[src/rtl/alu_reservation_station.sv]
// alu_reservation_station
//   Tomasulo reservation station in front of the ALU functional unit.
//   Buffers dispatched ALU ops, snoops the CDB for missing operands, issues one
//   ready op at a time to the FU, and tracks it until fu_finish to drive wb_*.
//
//   Build option: RS_AGE_ORDER_EN
//     defined   -> an age matrix is kept and the oldest ready entry issues
//     undefined -> the lowest-index ready entry issues, no age storage
//
// Ports
//   clk, rst                 clock, synchronous active-high reset
//   disp_valid/disp_ready    dispatch handshake (ready = an entry is free)
//   disp_op/dst/qj/vj/qk/vk  dispatched op, destination tag, operand tags/values
//   cdb_valid/tag/data       common data bus broadcast
//   fu_en, fu_op/a/b         1-cycle issue pulse plus op/operands (held between issues)
//   fu_finish                FU completion, one cycle after fu_en
//   wb_valid, wb_tag         FU result valid this cycle, tag of the in-flight op
//   occupancy                number of valid entries
module alu_reservation_station #(
  parameter int unsigned DEPTH = 3,
  parameter int unsigned TAG_W = 3
) (
  input  logic             clk,
  input  logic             rst,
  input  logic             disp_valid,
  output logic             disp_ready,
  input  logic [3:0]       disp_op,
  input  logic [TAG_W-1:0] disp_dst,
  input  logic [TAG_W-1:0] disp_qj,
  input  logic [31:0]      disp_vj,
  input  logic [TAG_W-1:0] disp_qk,
  input  logic [31:0]      disp_vk,
  input  logic             cdb_valid,
  input  logic [TAG_W-1:0] cdb_tag,
  input  logic [31:0]      cdb_data,
  output logic             fu_en,
  output logic [3:0]       fu_op,
  output logic [31:0]      fu_a,
  output logic [31:0]      fu_b,
  input  logic             fu_finish,
  output logic             wb_valid,
  output logic [TAG_W-1:0] wb_tag,
  output logic [3:0]       occupancy
);

  localparam int unsigned OP_W  = 4;
  localparam int unsigned VAL_W = 32;
  localparam int unsigned CNT_W = 4;

  typedef enum logic {S_IDLE, S_BUSY} state_e;

  state_e             state_q, state_d;
  logic [DEPTH-1:0]   valid_q, valid_d;
  logic [OP_W-1:0]    op_q  [DEPTH];
  logic [OP_W-1:0]    op_d  [DEPTH];
  logic [TAG_W-1:0]   dst_q [DEPTH];
  logic [TAG_W-1:0]   dst_d [DEPTH];
  logic [TAG_W-1:0]   qj_q  [DEPTH];
  logic [TAG_W-1:0]   qj_d  [DEPTH];
  logic [TAG_W-1:0]   qk_q  [DEPTH];
  logic [TAG_W-1:0]   qk_d  [DEPTH];
  logic [VAL_W-1:0]   vj_q  [DEPTH];
  logic [VAL_W-1:0]   vj_d  [DEPTH];
  logic [VAL_W-1:0]   vk_q  [DEPTH];
  logic [VAL_W-1:0]   vk_d  [DEPTH];
  logic [OP_W-1:0]    fu_op_q, fu_op_d;
  logic [VAL_W-1:0]   fu_a_q, fu_a_d;
  logic [VAL_W-1:0]   fu_b_q, fu_b_d;
  logic [TAG_W-1:0]   wb_tag_q, wb_tag_d;

`ifdef RS_AGE_ORDER_EN
  // age_q[i][j] = 1 means entry i is older than entry j
  logic [DEPTH-1:0]   age_q [DEPTH];
  logic [DEPTH-1:0]   age_d [DEPTH];
`endif

  logic [DEPTH-1:0]   ready;
  logic [DEPTH-1:0]   cand;
  logic [DEPTH-1:0]   sel_oh;
  logic [DEPTH-1:0]   free_oh;
  logic               sel_found;
  logic               free_found;
  logic [CNT_W-1:0]   occ_c;
  logic               disp_fire;

  // Ready / candidate / free-slot selection from registered state only
  always_comb begin
    ready      = '0;
    cand       = '0;
    sel_oh     = '0;
    free_oh    = '0;
    sel_found  = 1'b0;
    free_found = 1'b0;
    occ_c      = '0;
    for (int unsigned i = 0; i < DEPTH; i++) begin
      ready[i] = valid_q[i] && (qj_q[i] == '0) && (qk_q[i] == '0);
      occ_c    = occ_c + CNT_W'(valid_q[i]);
    end
`ifdef RS_AGE_ORDER_EN
    // a ready entry is a candidate only if no other ready entry is older
    for (int unsigned i = 0; i < DEPTH; i++) begin
      cand[i] = ready[i];
      for (int unsigned j = 0; j < DEPTH; j++) begin
        if ((j != i) && ready[j] && age_q[j][i]) cand[i] = 1'b0;
      end
    end
`else
    cand = ready;
`endif
    for (int unsigned i = 0; i < DEPTH; i++) begin
      if (!sel_found && cand[i]) begin
        sel_oh[i] = 1'b1;
        sel_found = 1'b1;
      end
      if (!free_found && !valid_q[i]) begin
        free_oh[i] = 1'b1;
        free_found = 1'b1;
      end
    end
  end

  assign occupancy  = occ_c;
  assign disp_ready = free_found;
  assign disp_fire  = disp_valid && free_found;
  assign wb_valid   = fu_finish && (state_q == S_BUSY);
  assign wb_tag     = wb_tag_q;

  // Next-state: snoop, issue FSM, dispatch
  always_comb begin
    state_d  = state_q;
    valid_d  = valid_q;
    op_d     = op_q;
    dst_d    = dst_q;
    qj_d     = qj_q;
    qk_d     = qk_q;
    vj_d     = vj_q;
    vk_d     = vk_q;
    fu_op_d  = fu_op_q;
    fu_a_d   = fu_a_q;
    fu_b_d   = fu_b_q;
    wb_tag_d = wb_tag_q;
    fu_en    = 1'b0;
`ifdef RS_AGE_ORDER_EN
    age_d    = age_q;
`endif

    // CDB snoop on waiting operands
    if (cdb_valid) begin
      for (int unsigned i = 0; i < DEPTH; i++) begin
        if (valid_q[i] && (qj_q[i] != '0) && (qj_q[i] == cdb_tag)) begin
          vj_d[i] = cdb_data;
          qj_d[i] = '0;
        end
        if (valid_q[i] && (qk_q[i] != '0) && (qk_q[i] == cdb_tag)) begin
          vk_d[i] = cdb_data;
          qk_d[i] = '0;
        end
      end
    end

    unique case (state_q)
      S_IDLE: begin
        if (sel_found) begin
          fu_en   = 1'b1;
          state_d = S_BUSY;
          for (int unsigned i = 0; i < DEPTH; i++) begin
            if (sel_oh[i]) begin
              fu_op_d    = op_q[i];
              fu_a_d     = vj_q[i];
              fu_b_d     = vk_q[i];
              wb_tag_d   = dst_q[i];
              valid_d[i] = 1'b0;
            end
          end
        end
      end
      S_BUSY: begin
        if (fu_finish) state_d = S_IDLE;
      end
      default: state_d = S_IDLE;
    endcase

    // Dispatch into the lowest free entry, with same-cycle CDB bypass
    if (disp_fire) begin
      for (int unsigned i = 0; i < DEPTH; i++) begin
        if (free_oh[i]) begin
          valid_d[i] = 1'b1;
          op_d[i]    = disp_op;
          dst_d[i]   = disp_dst;
          qj_d[i]    = disp_qj;
          vj_d[i]    = disp_vj;
          qk_d[i]    = disp_qk;
          vk_d[i]    = disp_vk;
          if (cdb_valid && (disp_qj != '0) && (disp_qj == cdb_tag)) begin
            qj_d[i] = '0;
            vj_d[i] = cdb_data;
          end
          if (cdb_valid && (disp_qk != '0) && (disp_qk == cdb_tag)) begin
            qk_d[i] = '0;
            vk_d[i] = cdb_data;
          end
`ifdef RS_AGE_ORDER_EN
          // new entry is younger than every currently valid entry
          age_d[i] = '0;
          for (int unsigned j = 0; j < DEPTH; j++) begin
            if (j != i) age_d[j][i] = valid_q[j];
          end
`endif
        end
      end
    end
  end

  // FU outputs show the selected entry during the issue cycle, then hold
  assign fu_op = fu_op_d;
  assign fu_a  = fu_a_d;
  assign fu_b  = fu_b_d;

  // State registers
  always_ff @(posedge clk) begin
    if (rst) begin
      state_q  <= S_IDLE;
      valid_q  <= '0;
      fu_op_q  <= '0;
      fu_a_q   <= '0;
      fu_b_q   <= '0;
      wb_tag_q <= '0;
      for (int unsigned i = 0; i < DEPTH; i++) begin
        op_q[i]  <= '0;
        dst_q[i] <= '0;
        qj_q[i]  <= '0;
        qk_q[i]  <= '0;
        vj_q[i]  <= '0;
        vk_q[i]  <= '0;
`ifdef RS_AGE_ORDER_EN
        age_q[i] <= '0;
`endif
      end
    end else begin
      state_q  <= state_d;
      valid_q  <= valid_d;
      fu_op_q  <= fu_op_d;
      fu_a_q   <= fu_a_d;
      fu_b_q   <= fu_b_d;
      wb_tag_q <= wb_tag_d;
      op_q     <= op_d;
      dst_q    <= dst_d;
      qj_q     <= qj_d;
      qk_q     <= qk_d;
      vj_q     <= vj_d;
      vk_q     <= vk_d;
`ifdef RS_AGE_ORDER_EN
      age_q    <= age_d;
`endif
    end
  end

endmodule

[config.mk]
export PLATFORM = sky130hd
export DESIGN_NAME = alu_reservation_station
export DESIGN_NICKNAME = d
export VERILOG_FILES = /design/src/rtl/alu_reservation_station.sv
export SDC_FILE = /design/constraint.sdc
export NUM_CORES = 1
export LEC_CHECK = 0
export BUFFER_PORTS_ARGS = -buffer_cell sky130_fd_sc_hd__buf_2
export CAP_MARGIN = 20
export CORE_MARGIN = 1
export CORE_UTILIZATION = 30
export CTS_CLUSTER_DIAMETER = 60
export DETAILED_ROUTE_END_ITERATION = 7
export GPL_ROUTABILITY_DRIVEN = 0
export HOLD_SLACK_MARGIN = 0.08
export SETUP_SLACK_MARGIN = 0.3
export SLEW_MARGIN = 15
export SYNTH_ARGS = -nofsm -noshare
export SYNTH_HDL_FRONTEND = slang
export SYNTH_SLANG_ARGS = --single-unit
[constraint.sdc]
create_clock -name clk -period 7.27 [get_ports clk]
set_input_delay 0 -clock clk [delete_from_list [all_inputs] [get_ports clk]]
set_output_delay 0 -clock clk [all_outputs]
set_load 0.01 [all_outputs]
==> results.sh <==
export IMPL_synth_cells=1603
export IMPL_synth_distinct_cells=63
export IMPL_seq_area_frac_synth=0.4328
export IMPL_post_cts_setup_buffers=0
export IMPL_rows=79
export IMPL_synth_compound_area_frac=0.3588
export IMPL_async_flop_share=0
export IMPL_cp_required_ns=7.27
export IMPL_critPathLaunchType="flop"
export IMPL_outcome="finished clean"
export IMPL_drive_gt1_frac=0.2398
export IMPL_drv_slew=0
export IMPL_clk_path_buf_depth=3
export IMPL_maxSlewHeadroom=0.2757
export IMPL_root_buffer="clkbuf_16"
export IMPL_syn_area_um2=14150
export IMPL_vias_per_cell=5.857
export IMPL_wl_per_cell_um=23.52
export IMPL_core_area_um2=46560
export IMPL_clock_latency_ns=0.55
export IMPL_yosys_warnings=0
export IMPL_cts_htree_levels=2
export IMPL_multiInputGateArea_um2=7067
export IMPL_hpwl_um=35220
export IMPL_synthSimpleGateAreaFrac=0.1178
export IMPL_worstSetupPathType="flop to output port"
export IMPL_grt_total_usage=0.2372
export IMPL_layout_nets=1960
export IMPL_tightest_slew_ns=1.081
export IMPL_max_freq_mhz=231.5
export IMPL_synth_seq_cells=306
export IMPL_rsz0062_at_grt="no"
export IMPL_port_buffers=192
export IMPL_power_leakage_nw=7.132
export IMPL_syn2layout_area_growth_pct=29.04
export IMPL_dp_slack_ns=3.596
export IMPL_yosys_area_share_adder=0.001414
export IMPL_final_cell_mix="dfxtp_1, buf_2, a21oi_1, dlygate4sd3_1, o221a_2"
export IMPL_setup_viol=0
export IMPL_crit_arrival_ns=4.32
export IMPL_worst_r2r_cell_count=7
export IMPL_min_period_ns=4.319
export IMPL_seqCellArea_um2=6126
export IMPL_ys_flop_type="dfxtp_1"
export IMPL_cts_inserted_buffers=38
export IMPL_drc=0
export IMPL_final_area_um2=18260
export IMPL_final_core_util=0.3923
export IMPL_grt_pass1_vias=13850
export IMPL_synthMuxAreaShare=0.004243
export IMPL_drtPass1Iterations=8
export IMPL_synth_xor_area_frac=0.009282
export IMPL_power_density_nw_per_um2=264.4
export IMPL_clk_pin_slew_ns=0.06
export IMPL_io_pins=195
export IMPL_layout_commonest_cell="dfxtp_1"
export IMPL_min_path_type="primary input to flop"
export IMPL_dieWidth_um=219.2
export IMPL_overflow=0
export IMPL_fillCellCount=4690
export IMPL_fp_dieH_um=219.2
export IMPL_antennaDiodeCount=0
export IMPL_initial_core_util=0.3040
export IMPL_grt_pass1_wl_um=86550
export IMPL_ir_worst_vdd_uv=156.5
export IMPL_antenna_found_initial=2
export IMPL_synth_edf_count=0
export IMPL_drt_initial_drc_count=1691
export IMPL_synth_top_family_by_area="compound AO/OA/AOI/OAI gates"
export IMPL_fp_dieArea_um2=48050
export IMPL_cts_sinks=306
export IMPL_grt_max_degree=96
export IMPL_routed_wl_um=58200
export IMPL_holdPathStages=4
export IMPL_avgSynthCellArea_um2=8.829
export IMPL_vias=14500
export IMPL_fin_crit_sh=0.5941
export IMPL_timing_final_ws_setup_ns=2.951
export IMPL_cts_tree="yes"
export IMPL_setup_tns_ns=0
export IMPL_dpl_cell_area_um2=15500
export IMPL_drv_cap=0
export IMPL_ant_nets=0
export IMPL_hold_viol_final=0
export IMPL_fin_skew_ns=0.01590
export IMPL_crit_path_max_fanout=49
export IMPL_instances_no_fill=2475
export IMPL_end_kind="output port"
export IMPL_dp_cells=2263
export IMPL_ctsResizeCount=0
-- report_power, final --
group | internal, mW | total, mW | switching (mW)
clock network | 1.24 | 2.00 | 0.757
logic | 0.355 | 0.957 | 0.602
registers | 1.80 | 1.88 | 0.0735
total | 3.40 | 4.83 | 1.43
-- critical path, stage by stage (launching register included) --
cell and delay (ns):
dfxtp_1 0.48, or4b_1 0.53, or4_2 0.61, a31o_1 0.27, inv_2 0.52, buf_4 0.64, nor2_1 0.15, a31oi_1 0.35
buf_2 0.21
-- final timing paths --
path / start / end / slack [ns]
setup / recovery: valid_q[0] / fu_b[0] / 2.95
hold / removal: cdb_tag[0] / qk_q[4] / 0.13
setup reg to reg: valid_q[0] / fu_b_q[23] / 3.58
hold reg to reg: op_q[4] / op_q[4] / 0.46
-- cell usage after synthesis, types with 5 or more instances --
library cell / instances / share of area
xor2_1: 9 / 0.0056
a32oi_1: 15 / 0.0093
a311o_1: 9 / 0.0064
and3_1: 25 / 0.011
nor2_1: 121 / 0.032
nand3_1: 7 / 0.0025
nand4_1: 26 / 0.011
o21ai_0: 34 / 0.012
a211oi_1: 86 / 0.046
a31oi_1: 9 / 0.0040
o22ai_1: 62 / 0.027
a222oi_1: 34 / 0.024
buf_2: 18 / 0.0064
buf_1: 19 / 0.0050
or2_2: 5 / 0.0022
buf_4: 6 / 0.0032
clkbuf_1: 121 / 0.032
o311a_1: 25 / 0.018
a21oi_1: 157 / 0.056
a311oi_2: 9 / 0.0095
a211o_1: 9 / 0.0056
o211ai_1: 6 / 0.0032
nand2_1: 117 / 0.031
inv_1: 98 / 0.026
xnor2_1: 6 / 0.0037
o221a_2: 128 / 0.10
and2_1: 6 / 0.0027
mux2i_1: 6 / 0.0042
dfxtp_1: 306 / 0.43
o21ai_1: 5 / 0.0018
o2bb2ai_1: 34 / 0.021
nor3_1: 29 / 0.010
-- metrics by stage --
stage	hold WS (ns)	power (mW)
finish	0.1286	4.829
global route	0.1459	5.014
CTS	0.1129	4.842
detailed placement	0.2757	2.803
global placement	0.2718	2.787
floorplan	0.1360	2.452
-- per-layer routing --
layer	up-vias	track usage	part of all wire
met4	2	0.07269	0.024
li1	6598	-	-
met1	7074	0.3268	0.44
met3	109	0.05073	0.091
met5	-	0	0.00022
met2	713	0.3674	0.44
-- sequential cells by signal, summed over array words and instances (netlist names) --
name	flops
dst_q	9
fu_op_q	4
vk_q	96
qk_q	9
op_q	12
vj_q	96
fu_b_q	32
valid_q	3
qj_q	9
state_q	1
wb_tag	3
fu_a_q	32
-- logic make-up (layout without fill, tap and decap cells) --
group | after synthesis | after routing
buffers and inverters | 266 | 530
and+or+nand+nor | 363 | 363
xor gates and xnor gates | 15 | 15
muxes | 6 | 6
AOI/OAI and AO/OA | 645 | 645
DFF | 306 | 306
other | 1 | 2
adders and majority gates | 1 | 1
-- timing repair --
action | 4_1_cts | 5_1_grt
hold buffers | 146 | 0
setup endpoints to repair | 0 | 0
hold endpoints to repair | 234 | 0
-- area by class of cell --
| class | count | area share |
|---|---|---|
| Multi-Input combinational cell | 1032 | 0.3869 |
| Inverter | 99 | 0.02035 |
| Timing Repair Buffer | 365 | 0.1442 |
| Clock buffer | 58 | 0.06351 |
| Clock inverter | 8 | 0.008015 |
| Sequential cell | 306 | 0.3354 |
| Tap cell | 607 | 0.04158 |
Note: power is estimated with default switching activity, not from simulation.
